==> src/rtl/mem_arbiter.sv <==
// mem_arbiter: shares one memory port between IFU fetches and LSU loads/stores, one transaction in flight.
// Define MEM_ARB_ROUND_ROBIN_EN for round-robin tie-break; otherwise LSU has fixed priority.
module mem_arbiter #(
    parameter int ADDR_WIDTH = 64,
    parameter int DATA_WIDTH = 64
) (
    input  logic                    clk,
    input  logic                    rst,

    input  logic                    ifu_req_valid,
    output logic                    ifu_req_ready,
    input  logic [ADDR_WIDTH-1:0]   ifu_addr,
    output logic                    ifu_resp_valid,
    output logic [DATA_WIDTH-1:0]   ifu_rdata,

    input  logic                    lsu_req_valid,
    output logic                    lsu_req_ready,
    input  logic [ADDR_WIDTH-1:0]   lsu_addr,
    input  logic                    lsu_wen,
    input  logic [DATA_WIDTH-1:0]   lsu_wdata,
    input  logic [DATA_WIDTH/8-1:0] lsu_wmask,
    output logic                    lsu_resp_valid,
    output logic [DATA_WIDTH-1:0]   lsu_rdata,

    output logic                    mem_req_valid,
    input  logic                    mem_req_ready,
    output logic [ADDR_WIDTH-1:0]   mem_addr,
    output logic                    mem_wen,
    output logic [DATA_WIDTH-1:0]   mem_wdata,
    output logic [DATA_WIDTH/8-1:0] mem_wmask,
    input  logic                    mem_resp_valid,
    input  logic [DATA_WIDTH-1:0]   mem_rdata
);

`ifdef MEM_ARB_ROUND_ROBIN_EN
    localparam bit RoundRobin = 1'b1;
`else
    localparam bit RoundRobin = 1'b0;
`endif

    typedef enum logic [1:0] {
        IDLE = 2'd0,
        REQ  = 2'd1,
        WAIT = 2'd2
    } state_t;

    state_t state;
    logic   ownerLsu;
    logic   lastGrantLsu;
    logic   grantLsu;
    logic   accept;

    // On a tie the LSU wins unless round-robin is on and the LSU had the last grant.
    always_comb begin
        grantLsu = lsu_req_valid && (!ifu_req_valid || !RoundRobin || !lastGrantLsu);
    end

    assign accept         = rst && (state == IDLE) && (ifu_req_valid || lsu_req_valid);
    assign ifu_req_ready  = accept && !grantLsu;
    assign lsu_req_ready  = accept && grantLsu;

    assign ifu_resp_valid = rst && (state == WAIT) && mem_resp_valid && !ownerLsu;
    assign lsu_resp_valid = rst && (state == WAIT) && mem_resp_valid && ownerLsu;

    // Read data is passed straight through, but forced to zero while reset is asserted.
    assign ifu_rdata      = rst ? mem_rdata : '0;
    assign lsu_rdata      = rst ? mem_rdata : '0;

    always_ff @(posedge clk or negedge rst) begin
        if (!rst) begin
            state         <= IDLE;
            ownerLsu      <= 1'b0;
            lastGrantLsu  <= 1'b1;
            mem_req_valid <= 1'b0;
            mem_addr      <= '0;
            mem_wen       <= 1'b0;
            mem_wdata     <= '0;
            mem_wmask     <= '0;
        end else begin
            case (state)
                IDLE: begin
                    if (accept) begin
                        state         <= REQ;
                        mem_req_valid <= 1'b1;
                        ownerLsu      <= grantLsu;
                        lastGrantLsu  <= grantLsu;
                        if (grantLsu) begin
                            mem_addr  <= lsu_addr;
                            mem_wen   <= lsu_wen;
                            mem_wdata <= lsu_wdata;
                            mem_wmask <= lsu_wmask;
                        end else begin
                            mem_addr  <= ifu_addr;
                            mem_wen   <= 1'b0;
                            mem_wdata <= '0;
                            mem_wmask <= '0;
                        end
                    end
                end
                REQ: begin
                    if (mem_req_ready) begin
                        state         <= WAIT;
                        mem_req_valid <= 1'b0;
                    end
                end
                WAIT: begin
                    if (mem_resp_valid) begin
                        state <= IDLE;
                    end
                end
                default: begin
                    state         <= IDLE;
                    mem_req_valid <= 1'b0;
                end
            endcase
        end
    end

endmodule

==> config.mk <==
export PLATFORM = sky130hd
export DESIGN_NAME = mem_arbiter
export DESIGN_NICKNAME = d
export VERILOG_FILES = /design/src/rtl/mem_arbiter.sv
export SDC_FILE = /design/constraint.sdc
export NUM_CORES = 1
export LEC_CHECK = 0
export BUFFER_PORTS_ARGS = -buffer_cell sky130_fd_sc_hd__buf_2
export CAP_MARGIN = 40
export CORE_AREA = 2 2 208 210
export DETAILED_ROUTE_END_ITERATION = 12
export DIE_AREA = 0 0 210 212
export PLACE_DENSITY = 0.41
export SYNTH_ARGS = -nofsm -noshare
export SYNTH_HDL_FRONTEND = slang
export SYNTH_SLANG_ARGS = --single-unit
export TNS_END_PERCENT = 100
==> constraint.sdc <==
create_clock -name clk -period 2.2 [get_ports clk]
set_input_delay 0.22 -clock clk [delete_from_list [all_inputs] [get_ports clk]]
set_output_delay 0.22 -clock clk [all_outputs]
set_load 0.02 [all_outputs]
# [Word level (Yosys, flattened, before mapping)]
# Index checks and enable logic that the tools add are counted.
[classes] eq_ne=5 n_mux=12 n_bitwise=1 n_reduce_logical=15
[ops] cell="$mux W64" count=3
[ops] cell="$logic_and A1 B1 Y1" count=8
[ops] cell="$mux W8" count=1
[ops] cell="$mux W2" count=3
[ops] cell="$ne A2 B2 Y1 const B" count=3
[ops] cell="$pmux W2 S3" count=1
[ops] cell="$reduce_and A3 Y1" count=2
[ops] cell="$mux W1" count=3
[ops] cell="$pmux W1 S3" count=1
[ops] cell="$eq A2 B1 Y1 const B" count=1
[ops] cell="$eq A2 B2 Y1 const B" count=1
[ops] cell="$logic_not A1 Y1" count=2
[ops] cell="$logic_not A2 Y1" count=1
[ops] cell="$reduce_and A2 Y1" count=1
[ops] cell="$logic_or A1 B1 Y1" count=1
[ops] cell="$not A1 Y1" count=1
[word_totals] ff_bits=141 inputBits=271 out_inout_bits=270 wordCells=40

# [Depth between registers and ports, before layout]
[logic_depth] ltp_word=5 ltp_mapped=7 ltp_nobuf=3

# [Least setup slack after synthesis]
# No wires, ideal clock.
[synth_timing] kind="input to output" start="input port lsu_req_valid" end="output port ifu_req_ready" arrival_ps=1575 required_time_ps=1980 slack_ps=405 cell_stages=5 path_buffers=4 cell_sequence="buf_2 -> buf_4 -> buf_2 -> buf_4 -> nor4_1"
[synth_via] elab_chain_cells=3 word_cells_on_any_way=4 cone_classes="4 x reduce/logical"
[synth_lines] item="start: declaration" line_no="16" source="input logic lsu_req_valid,"
[synth_lines] item="$logic_or A1 B1 Y1" line_no="58" source="assign accept = rst && (state == IDLE) && (ifu_req_valid || lsu_req_valid);"
[synth_lines] item="$logic_and A1 B1 Y1" line_no="58"
[synth_lines] item="$logic_and A1 B1 Y1 (*)" line_no="59" source="assign ifu_req_ready = accept && !grantLsu;"
[synth_lines] item="end: declaration" line_no="11" source="output logic ifu_req_ready,"
# Mark *: on every way between the ends. The rest lies on a longest branch, timed or not.

# [Worst setup path after layout]
[layout_timing] start="input port rst" end="output port ifu_rdata[28]"
[layout_via] elab_chain_cells=1
[layout_lines] item="start: declaration" line_no="8" source="input logic rst,"
[layout_lines] item="$mux W64" line_no="66" source="assign ifu_rdata = rst ? mem_rdata : '0;"
[layout_lines] item="end: declaration" line_no="14" source="output logic [DATA_WIDTH-1:0] ifu_rdata,"
# Every way passes these cells.

==> summary.txt <==
GRT
  – Vias in the first global route: ~6800
  – First-pass GRT wire length: 42.37 mm
  – GRT Total Usage: between 10% and 20%
  – Largest net degree at the start of global routing: between 90 and 100
  – Gr ovfl total: 0
  – Antenna violations before repair: 6

Synthesis
  – Simple-gate share of the synthesized area: 9.930%
  – Compound-gate portion of the synthesized area: 0.3355%
  – Mean Syn Cell Area: 11.12 um^2
  – Synthesis warning total: 0
  – Post-Synth Adder-Cell Area: 0%
  – Syn Inst Count: around 670
  – Mux cell area share after synthesis: 29.27%
  – Mapped Area: around 7500 um^2
  – Flops & latches, synth: 141
  – Yosys cell types: 18
  – Post-Synth XOR/XNOR Area: 0%
  – Sequential-to-total area share from yosys stat: between 40% and 50%
  – Syn_nets: between 900 and 1000
  – Main combinational cell family by area after synthesis: multiplexers

Power and ir drop
  – Power Density: 1188 nW/um^2
  – Leak pwr: between 5 and 6 nW
  – Power Internal: 7.783 mW
  – Seq pwr share: between 30% and 40%
  – Worst vdd rail ir drop: 487.5 uV
  – Net Switching: 5.523 mW
  – Sw frac: 41.51%
  – Clock power frac: 21.9%
  – Combinational Power Share: between 40% and 50%

Floorplan
  – Core Box Area: ~43000 um^2
  – Initial Utilization: about 18%
  – # rows: 76
  – Die W: 210 um
  – Die area: 44520 um^2
  – Die Ht: between 200 and 250 um
  – # IOs: 541

STA
  – Hold Vio Cnt, Final: 0
  – Maximum clock rate: 485.8 MHz
  – Worst Max-Slew Pin Slew: approximately 0.47 ns
  – Pins Over Slew Limit: 0
  – Setup TNS: 0 ns
  – Clock skew: 0.005570 ns
  – Worst slew margin: between 60% and 70%
  – RSZ-0062 raised after global routing: false
  – Tmin final: 2.059 ns
  – Final Setup Violations: 0
  – Final worst path period share: 93.57%

Critical path
  – Critical setup path kind: in2out
  – CP Max Fanout: 96
  – Crit path capture type: output port
  – Critical Path RT: 1.98 ns
  – R2r startpoint: state[0]
  – Critical Path AT: 1.84 ns
  – R2R cell count: 5
  – Critical Path Source Type: primary input
  – R2R setup slack: 0.45 ns
  – CP startpoint: rst

Routing
  – 1st-iter DRT viols: 201
  – Drt wl/cell: 16.92 um
  – Routed vias: roughly 6500
  – DR vias/cell: 3.773
  – Final WL: 29.23 mm
  – DR pass1 iterations: 4
  – Post-DRT Antenna Nets: 0
  – DRC viols: 0

Placed design
  – Final HPWL DP: 23.33 mm
  – Input/output buffers: 540
  – Global placer's final weighted congestion: a little over 0.8

Clocking
  – Resized cells post-CTS: 0
  – CTS Buffer Depth: 2
  – Clk root buf: clkbuf_16
  – CTS Buf Count: 17
  – Clock latency on the worst-skew pair: approximately 0.43 ns
  – CTS H-tree lvls: 4
  – CTS tree: done
  – CTS Sinks: 141
  – Reg clk slew, reported paths: 0.07 ns
  – Post-CTS Setup Inserts: 0

Final layout
  – Layout Utilization: 26.35%
  – Most frequent cells in the layout: buf_2 (538), dfrtp_1 (141), mux2_2 (129)
  – Commonest non-fill, non-tap cell in the layout: buf_2
  – NumNets Final: 1437
  – Area Overhead vs Synth: 50.15%
  – Layout cells sized above 1: about three fifths

Min path
  – Worst hold start: lsu_wdata[8]
  – Cells on Worst Hold Path: 3
  – Hold Crit Class: in2reg

Status
  – Status: finished, final reports clean

Job
  – Max-cap check violation count: 0
-- layer usage --
layer  GRT usage [%]  part of all wire (%)
met1           13.71                    38
met2           24.30                    54
met3           2.925                   5.1
met4           5.405                   3.3
met5               0                     0
-- power by group through the flow --
stage / registers, mW / clock network (mW) / logic, mW
2_1_floorplan: 6.07 / 0 / 2.08
3_3_place_gp: 4.51 / 0 / 5.95
3_5_place_dp: 4.53 / 0 / 6.00
4_1_cts: 4.52 / 3.05 / 6.03
5_1_grt: 4.68 / 3.16 / 6.34
6_report: 4.49 / 2.92 / 5.90
-- synth_stat cells, drive strengths merged --
master / instances / share of area (%)
nor2: 4 / 0.20
mux2i: 73 / 9.8
dfrtp: 141 / 47
nand2b: 2 / 0.17
and2: 65 / 5.5
nand2: 73 / 3.7
nor4: 1 / 0.084
inv: 74 / 3.7
nand3b: 1 / 0.10
clkbuf: 11 / 0.55
a21o: 2 / 0.20
o21ai: 2 / 0.13
nor3: 1 / 0.13
nand4b: 1 / 0.12
mux2: 129 / 19
buf: 91 / 8.9
-- repair_timing --
item,CTS,global route
endpoints found under the hold margin,131,0
hold buffers,25,0
endpoints found under the setup margin,0,0
-- logic make-up after synthesis --
group	after synthesis
AND/OR/NAND/NOR	148
buffers and inverters	176
multiplexers	202
flip-flops	141
AO/OA/AOI/OAI	4
-- worst paths after layout --
kind | end
worst max-delay path | ifu_rdata[28]
worst min-delay path | mem_wdata[8]
worst max register to register | mem_addr[46]
worst min register to register | mem_req_valid
max in group asynchronous | mem_addr[31]
min in group asynchronous | state[0]
-- state kept, by name (all words and copies together) (netlist names) --
name / cells
ownerLsu: 1
state: 2
mem_addr: 64
mem_wmask: 8
mem_wen: 1
mem_req_valid: 1
mem_wdata: 64
-- stage by stage --
step	power [mW]	std cells	hold slack, ns	cell area [um^2]	worst slack, ns
6_report	13.31	1727	0.03353	11200	0.1414
5_1_grt	14.18	1727	0.001521	11200	0.05243
4_1_cts	13.60	1725	0.0004452	11200	0.09948
3_5_place_dp	10.53	1668	0.3389	10370	0.4392
3_3_place_gp	10.46	1668	0.3406	10370	0.4722
2_1_floorplan	8.150	671	-0.07559	7460	0.4053
-- final cells by class --
class                      count  area [um^2]
timing repair buffer         578         3172
multi-input combinational    354         2955
clock inverter                15        153.9
inverter                      74        277.8
tap                          546        683.2
sequential                   141         3528
antenna                        2        5.005
fill                        4606        31310
clock buffer                  17        425.4
-- critical path, cell delays in order --
cell and delay (ns):
dlygate4sd3_1 0.55, buf_6 0.15, buf_12 0.31, and2_1 0.32, buf_2 0.21
No activity file was read; power rests on OpenSTA's default activity.
